## config.mk

```make
export PLATFORM = sky130hd
export DESIGN_NAME = divider
export DESIGN_NICKNAME = d
export VERILOG_FILES = /design/src/rtl/divider_pkg.sv /design/src/rtl/divider.sv
export SDC_FILE = /design/constraint.sdc
export NUM_CORES = 1
export LEC_CHECK = 0
export ABC_AREA = 1
export CORE_UTILIZATION = 60
export DETAILED_ROUTE_END_ITERATION = 10
export PLACE_DENSITY = 0.84
export SLEW_MARGIN = 20
export SYNTH_ARGS = -nofsm -noshare
export SYNTH_HDL_FRONTEND = slang
export SYNTH_SLANG_ARGS = --single-unit
export TNS_END_PERCENT = 1
```

## constraint.sdc

```tcl
create_clock -name clk -period 10.5 [get_ports clk]
set_input_delay 1.05 -clock clk [delete_from_list [all_inputs] [get_ports clk]]
set_output_delay 1.05 -clock clk [all_outputs]
set_load 0.1 [all_outputs]
```

## src/rtl/divider_pkg.sv

```systemverilog
// Shared definitions for the iterative 32-bit divider: FSM states, widths,
// iteration count and a conditional two's-complement negate helper.
package divider_pkg;

  localparam int WIDTH      = 32;
  localparam int DIV_CYCLES = 32;
  localparam int CNT_W      = 6;

  typedef enum logic [1:0] {
    IDLE = 2'd0,
    RUN  = 2'd1,
    DONE = 2'd2
  } state_e;

  function automatic logic [WIDTH-1:0] cond_neg(input logic [WIDTH-1:0] v,
                                                input logic            en);
    return en ? (~v + 1'b1) : v;
  endfunction

endpackage

```

## src/rtl/divider.sv

```systemverilog
// Radix-2 restoring divider, one quotient bit per cycle, signed (DIV) and
// unsigned (DIVU) modes, with annul/flush and a one-cycle HI/LO write pulse.
module divider
  import divider_pkg::*;
(
  input  logic             clk,
  input  logic             rst,
  input  logic             start,
  input  logic             signed_div,
  input  logic [WIDTH-1:0] a,
  input  logic [WIDTH-1:0] b,
  input  logic             annul,
  output logic             stall,
  output logic             ready,
  output logic [WIDTH-1:0] hi,
  output logic [WIDTH-1:0] lo,
  output logic [1:0]       hilo_we
);

  state_e             state_q, state_d;
  logic [CNT_W-1:0]   cnt_q, cnt_d;
  logic [WIDTH-1:0]   dvd_q, dvd_d;   // dividend magnitude, shifts out as quotient shifts in
  logic [WIDTH-1:0]   dvs_q, dvs_d;
  logic [WIDTH-1:0]   rem_q, rem_d;
  logic               neg_quo_q, neg_quo_d;
  logic               neg_rem_q, neg_rem_d;
  logic               zero_q, zero_d;
  logic [WIDTH-1:0]   hi_q, hi_d;
  logic [WIDTH-1:0]   lo_q, lo_d;

  logic [WIDTH:0]     rem_shift;
  logic [WIDTH:0]     trial;
  logic               q_bit;
  logic [WIDTH-1:0]   rem_step;
  logic [WIDTH-1:0]   quo_step;
  logic               accept;

  assign accept    = (state_q == IDLE) && start && !annul;
  assign rem_shift = {rem_q, dvd_q[WIDTH-1]};
  assign trial     = rem_shift - {1'b0, dvs_q};
  assign q_bit     = ~trial[WIDTH];
  assign rem_step  = q_bit ? trial[WIDTH-1:0] : rem_shift[WIDTH-1:0];
  assign quo_step  = {dvd_q[WIDTH-2:0], q_bit};

  always_comb begin
    state_d   = state_q;
    cnt_d     = cnt_q;
    dvd_d     = dvd_q;
    dvs_d     = dvs_q;
    rem_d     = rem_q;
    neg_quo_d = neg_quo_q;
    neg_rem_d = neg_rem_q;
    zero_d    = zero_q;
    hi_d      = hi_q;
    lo_d      = lo_q;

    case (state_q)
      IDLE: begin
        if (accept) begin
          state_d   = RUN;
          cnt_d     = '0;
          dvd_d     = cond_neg(a, signed_div && a[WIDTH-1]);
          dvs_d     = cond_neg(b, signed_div && b[WIDTH-1]);
          rem_d     = '0;
          neg_quo_d = signed_div && (a[WIDTH-1] ^ b[WIDTH-1]);
          neg_rem_d = signed_div && a[WIDTH-1];
          zero_d    = (b == '0);
        end
      end
      RUN: begin
        if (annul) begin
          state_d = IDLE;
          cnt_d   = '0;
        end else begin
          dvd_d = quo_step;
          rem_d = rem_step;
          cnt_d = cnt_q + 1'b1;
          if (cnt_q == CNT_W'(DIV_CYCLES - 1)) begin
            state_d = DONE;
            cnt_d   = '0;
            // Divide-by-zero forces all-ones quotient regardless of sign;
            // the remainder already reconstructs the latched dividend.
            lo_d    = zero_q ? '1 : cond_neg(quo_step, neg_quo_q);
            hi_d    = cond_neg(rem_step, neg_rem_q);
          end
        end
      end
      DONE: begin
        state_d = IDLE;
      end
      default: begin
        state_d = IDLE;
      end
    endcase
  end

  always_ff @(posedge clk) begin
    if (rst) begin
      state_q   <= IDLE;
      cnt_q     <= '0;
      dvd_q     <= '0;
      dvs_q     <= '0;
      rem_q     <= '0;
      neg_quo_q <= 1'b0;
      neg_rem_q <= 1'b0;
      zero_q    <= 1'b0;
      hi_q      <= '0;
      lo_q      <= '0;
    end else begin
      state_q   <= state_d;
      cnt_q     <= cnt_d;
      dvd_q     <= dvd_d;
      dvs_q     <= dvs_d;
      rem_q     <= rem_d;
      neg_quo_q <= neg_quo_d;
      neg_rem_q <= neg_rem_d;
      zero_q    <= zero_d;
      hi_q      <= hi_d;
      lo_q      <= lo_d;
    end
  end

  assign stall   = accept || (state_q == RUN);
  assign ready   = (state_q == DONE);
  assign hilo_we = {2{ready}};
  assign hi      = hi_q;
  assign lo      = lo_q;

endmodule

```

* Yosys cells after proc, flatten, opt, wreduce, memory -nomap -nowiden *
Cells that the tools add are included.

storage, ports and cells
  output and inout bits = 68
  logic and storage cells = 64
  input port bits = 69
  register bits = 171

operators by class
  mux-type cells = 20
  equality and inequality tests = 6
  bitwise operators = 7
  reduce and logical (&&, ||, !) cells = 15
  add/subtract/negate cells = 6

operators by type and width
  kind                     count
  $mux W32                 10
  $add A32 B1 Y32 const B  4
  $not A32 Y32             4
  $pmux W32 S2             2
  $sub A33 B32 Y33         1
  $logic_not A32 Y1        1
  $mux W6                  3
  $pmux W6 S2              1
  $add A6 B1 Y6 const B    1
  $eq A6 B5 Y1 const B     1
  $mux W2                  3
  $reduce_and A2 Y1        3
  $reduce_and A3 Y1        2
  $logic_and A1 B1 Y1      5
  $ne A2 B2 Y1 const B     2
  $pmux W2 S2              1
  $ne A3 B3 Y1 const B     1
  $eq A2 B1 Y1 const B     1
  $eq A2 B2 Y1 const B     1
  $logic_not A2 Y1         1
  $not A1 Y1               2
  $reduce_bool A2 Y1       1
  $logic_not A1 Y1         1
  $logic_or A1 B1 Y1       1
  $xor A1 B1 Y1            1

* Logic depth before layout (Yosys ltp) *
  word-level depth = 6
  depth in mapped cells = 29

* Least setup slack after synthesis *
No wires, ideal clock.

  path type = reg2reg
  from = register dvd_q[31]
  to = register lo_q[30] (netlist: lo[30])
  cell stages (with the launch flop) = 29
  path slack = 6.838 ns
  data arrival time = 3.543 ns
  buffers on the path = 2
  path through = dfxtp_1 > inv_1 > ha_1 > fa_1 > inv_1 > nand2_1 > nand2_1 > nand3_1 > nand2_2 > nand2_2 > nand2_2 > nand2_4 > nand2_4 > nand2_4 > nand2_4 > buf_8 > buf_6 > ha_1 > nand4_1 > nor3_1 > nand4_1 > nand2_1 > o21ai_0 > inv_1 > o21ai_0 > a21oi_1 > xnor2_1 > o221ai_1 > inv_1

on the way
  longest elaborated chain between the ends = 6

ends and longest elaborated chain
  item                      RTL line           source
  start: declaration        divider.sv:22      logic [WIDTH-1:0] dvd_q, dvd_d;
  start signal: assignment  divider.sv:112     dvd_q <= dvd_d;
  $sub A33 B32 Y33          divider.sv:40      assign trial = rem_shift - {1'b0, dvs_q};
  $not A1 Y1                divider.sv:41      assign q_bit = ~trial[WIDTH];
  $not A32 Y32              divider_pkg.sv:17  return en ? (~v + 1'b1) : v;
  $add A32 B1 Y32           divider_pkg.sv:17
  $mux W32                  divider_pkg.sv:17
  $mux W32                  divider.sv:83      lo_d = zero_q ? '1 : cond_neg(quo_step, neg_quo_q);
  end signal: assignment    divider.sv:119     lo_q <= lo_d;
  end: declaration          divider.sv:29      logic [WIDTH-1:0] lo_q, lo_d;

No other way between the ends.
A chain may end at the register's enable or synchronous reset.

* Worst setup path after layout *
  from = input port start
  to = output port stall

on the way
  longest elaborated chain between the ends = 3

ends and longest elaborated chain
  item                              RTL line        source
  start: declaration                divider.sv:8    input logic start,
  $logic_and A1 B1 Y1 (2 in a row)  divider.sv:38   assign accept = (state_q == IDLE) && start && !annul;
  $logic_or A1 B1 Y1                divider.sv:123  assign stall = accept || (state_q == RUN);
  end: declaration                  divider.sv:13   output logic stall,

No other way between the ends.

==> results by group <==
Status
  – Status: completed

Power and ir drop
  – PwrDens: 123.3 nW/um2
  – Max IR drop VDD: 105.9 uV
  – Leakage: 7.293 nW

Floorplan
  – Starting Density: 61.27%
  – Cell Rows: 53
  – Die width: 148.5 um
  – Io pins: 137
  – Die Footprint: 22060 um2
  – Die Ht: 148.5 um
  – Core box area: 21020 um2

Setup path
  – Critical Path Most Common Cell: clkdlybuf4s50_1
  – Worst path slowest cell: clkdlybuf4s50_1
  – Element type at the critical path end: output port
  – CP Launch Point: start
  – FF-to-FF setup slack: 5.79 ns
  – Reg2reg end: lo[30]
  – Worst Setup EP: stall
  – Crit path cell chain: clkdlybuf4s50_1, nand3_1, inv_2, nor2_1, inv_1, clkdlybuf4s50_1
  – CP Class: in -> out
  – Data arrival, critical path: 4.63 ns
  – Reg2Reg Depth: 21
  – Required time of the critical path: 9.45 ns
  – Setup crit start kind: input pin
  – R2R Path Start: dvs_q[19]
  – Max stage delay on crit path: 1.21 ns
  – Crit-path max FO: 53

Clock tree
  – TritonCTS clock tree: built
  – Cts repair resizes: 0
  – Clock Root Buffer: clkbuf_16
  – H-tree depth: 4
  – CTS clk-pin slew, worst paths: 0.07 ns
  – CTS Buf Count: 17
  – Post-CTS Setup Bufs: 0
  – Max clock buf depth: 2
  – Sink Count: 171
  – Clk Latency, worst-skew pair: 0.45 ns
  – Hold_buf cts: 0

Global routing
  – Global-route usage over all layers: 36.96%
  – First-pass GRT wire length: 64320 um
  – Initial antenna violation count: 0
  – Largest net degree at the start of global routing: 107
  – Vias in the first global route: 13050
  – Grt total ovfl: 0

Drt
  – Met2 Wirelength: 18560 um
  – Top routing layer used: met4
  – Final wirelength: 39890 um
  – Pre-Repair DR Iteration Count: 5
  – Met3 wire len: 2544 um
  – Drt drc: 0
  – Metal-1 WL: 16530 um
  – Vias per inst: 5.619
  – Starting DRT DRC Count: 1162
  – Antenna-violating nets left: 0
  – Drt wl/cell: 15.87 um
  – Via count: 14130

Placement
  – Routability cong.: 1.020
  – Port Buffers: 136
  – Pre-CTS setup slack: 4.872 ns
  – Post-DP HPWL: 30320 um

Timing
  – Slew @ Worst Pin: 1.083 ns
  – Slew HR: 27.61%
  – Max-slew violations: 0
  – Clk_skew: 0.01296 ns
  – Final hold violations: 0
  – # setup viols final: 0
  – Final worst path period share: 54.10%
  – Total Negative Setup Slacks: 0 ns
  – Period minus WS final: 5.681 ns
  – FMAX: 176.0 MHz
  – RSZ-0062 raised after global routing: false
  – Setup WS post-layout: 4.819 ns

Logic synthesis
  – Most common cell in the netlist: nand2_1
  – Synth cell types: 52
  – Asr flop ratio synth: 0%
  – Synth Area per Inst: 6.002 um2
  – Sequential-to-total area share from yosys stat: 26.58%
  – Most instantiated cells after synthesis: nand2_1 (625), inv_1 (289), nor2_1 (213), dfxtp_1 (171), a21oi_1 (160)
  – Syn nets: 2253
  – Synthesized flop and latch total: 171
  – Cells after Synth: 2146
  – Syn. warnings: 0
  – Synth top area cells: dfxtp_1 (27%), nand2_1 (18%), inv_1 (8.4%)
  – Cell area after synthesis: 12880 um2
  – Post-synth EDFFs: 0
  – Top cell type's share of synthesized area: 26.58%
  – Primary FF master, synth: dfxtp_1
  – Synth area leader: dfxtp_1

Final layout
  – ANT cells: 0
  – Area growth syn-to-layout: 15.57%
  – NumNets Final: 2333
  – Layout cells sized above 1: 4.422%

Hold path
  – HP Class: reg -> reg

Run
  – Max-cap violations: 0
## routing by layer
metal,vias up,GRT usage (%)
li1,7066,-
met2,557,62.48
met5,-,0
met3,121,4.417
met4,0,20.88
met1,6383,45.41
## cells in the final DEF (no fill, tap or decap), types with 7 or more instances in the layout
cell type | synthesis | routed
nand2_2 | 16 | 16
clkdlybuf4s50_1 | 0 | 135
o21ai_0 | 153 | 153
buf_4 | 8 | 9
nand2_1 | 625 | 625
nand4_1 | 20 | 20
nor2_1 | 213 | 211
a21oi_1 | 160 | 160
xor2_1 | 48 | 48
nand3_1 | 110 | 110
nor2_2 | 10 | 12
a31oi_1 | 15 | 15
clkbuf_16 | 0 | 17
o221ai_1 | 27 | 27
nand3b_1 | 19 | 19
o21bai_1 | 7 | 7
nor4_1 | 13 | 13
dfxtp_1 | 171 | 171
xnor2_1 | 28 | 28
ha_1 | 37 | 37
inv_2 | 4 | 7
nor3_1 | 37 | 37
o211ai_1 | 8 | 8
inv_1 | 289 | 287
## area by class of cell
type                            count  area, um2
Clock buffer                       18      429.2
Clock inverter                     14      200.2
Fill cell                        1880       6136
Inverter                          297       1115
Multi-Input combinational cell   1594       7950
Sequential cell                   171       3423
Tap cell                          275      344.1
Timing Repair Buffer              145       1424
## worst max-delay path: cells and delay by family
| family | cells | cell delay (ns) |
|---|---|---|
| AND/OR/NAND/NOR | 2 | 0.82 |
| buffers and inverters | 4 | 2.74 |
## registers in the layout (all words and copies together), names as in the netlist
name / flops
dvd_q: 32
dvs_q: 32
hi: 32
lo: 32
rem_q: 32
cnt_q: 6
state_q: 2
neg_quo_q: 1
neg_rem_q: 1
zero_q: 1
## how the worst min path moves through the flow
stage | startpoint | to | slack, ns | depth (start not counted)
floorplan | zero_q | zero_q | 0.45 | 2
global placement | zero_q | zero_q | 0.47 | 2
detailed placement | zero_q | zero_q | 0.47 | 2
CTS | zero_q | zero_q | 0.48 | 2
global route | rem_q[29] | rem_q[29] | 0.51 | 2
finish | zero_q | zero_q | 0.49 | 2
## power by group
group          internal [mW]  leakage [nW]  switching [mW]  total (mW)
Sequential             0.670          1.39          0.0235       0.693
Combinational          0.155          5.60           0.307       0.462
Clock                  0.385         0.305           0.295       0.680
## per-stage QoR
step / std cells / hold slack [ns] / cell area (um2) / power, mW / util, %
5_1_grt: 2514 / 0.5149 / 14890 / 1.920 / 70.81
3_5_place_dp: 2482 / 0.4680 / 14260 / 1.155 / 67.82
2_1_floorplan: 2146 / 0.4457 / 12880 / 1.023 / -
6_report: 2514 / 0.4860 / 14890 / 1.835 / 70.81
4_1_cts: 2514 / 0.4841 / 14890 / 1.827 / 70.81
3_3_place_gp: 2482 / 0.4656 / 14260 / 1.146 / 67.82
## cell families after synthesis
| logic type | share of synthesized area [%] |
|---|---|
| compound gates | 17.19 |
| simple gates | 35.57 |
| fa+ha+maj | 3.750 |
| buf+inv | 11.73 |
| xor+xnor | 5.168 |
| flops | 26.58 |
Note: power is estimated with default switching activity, not from simulation.
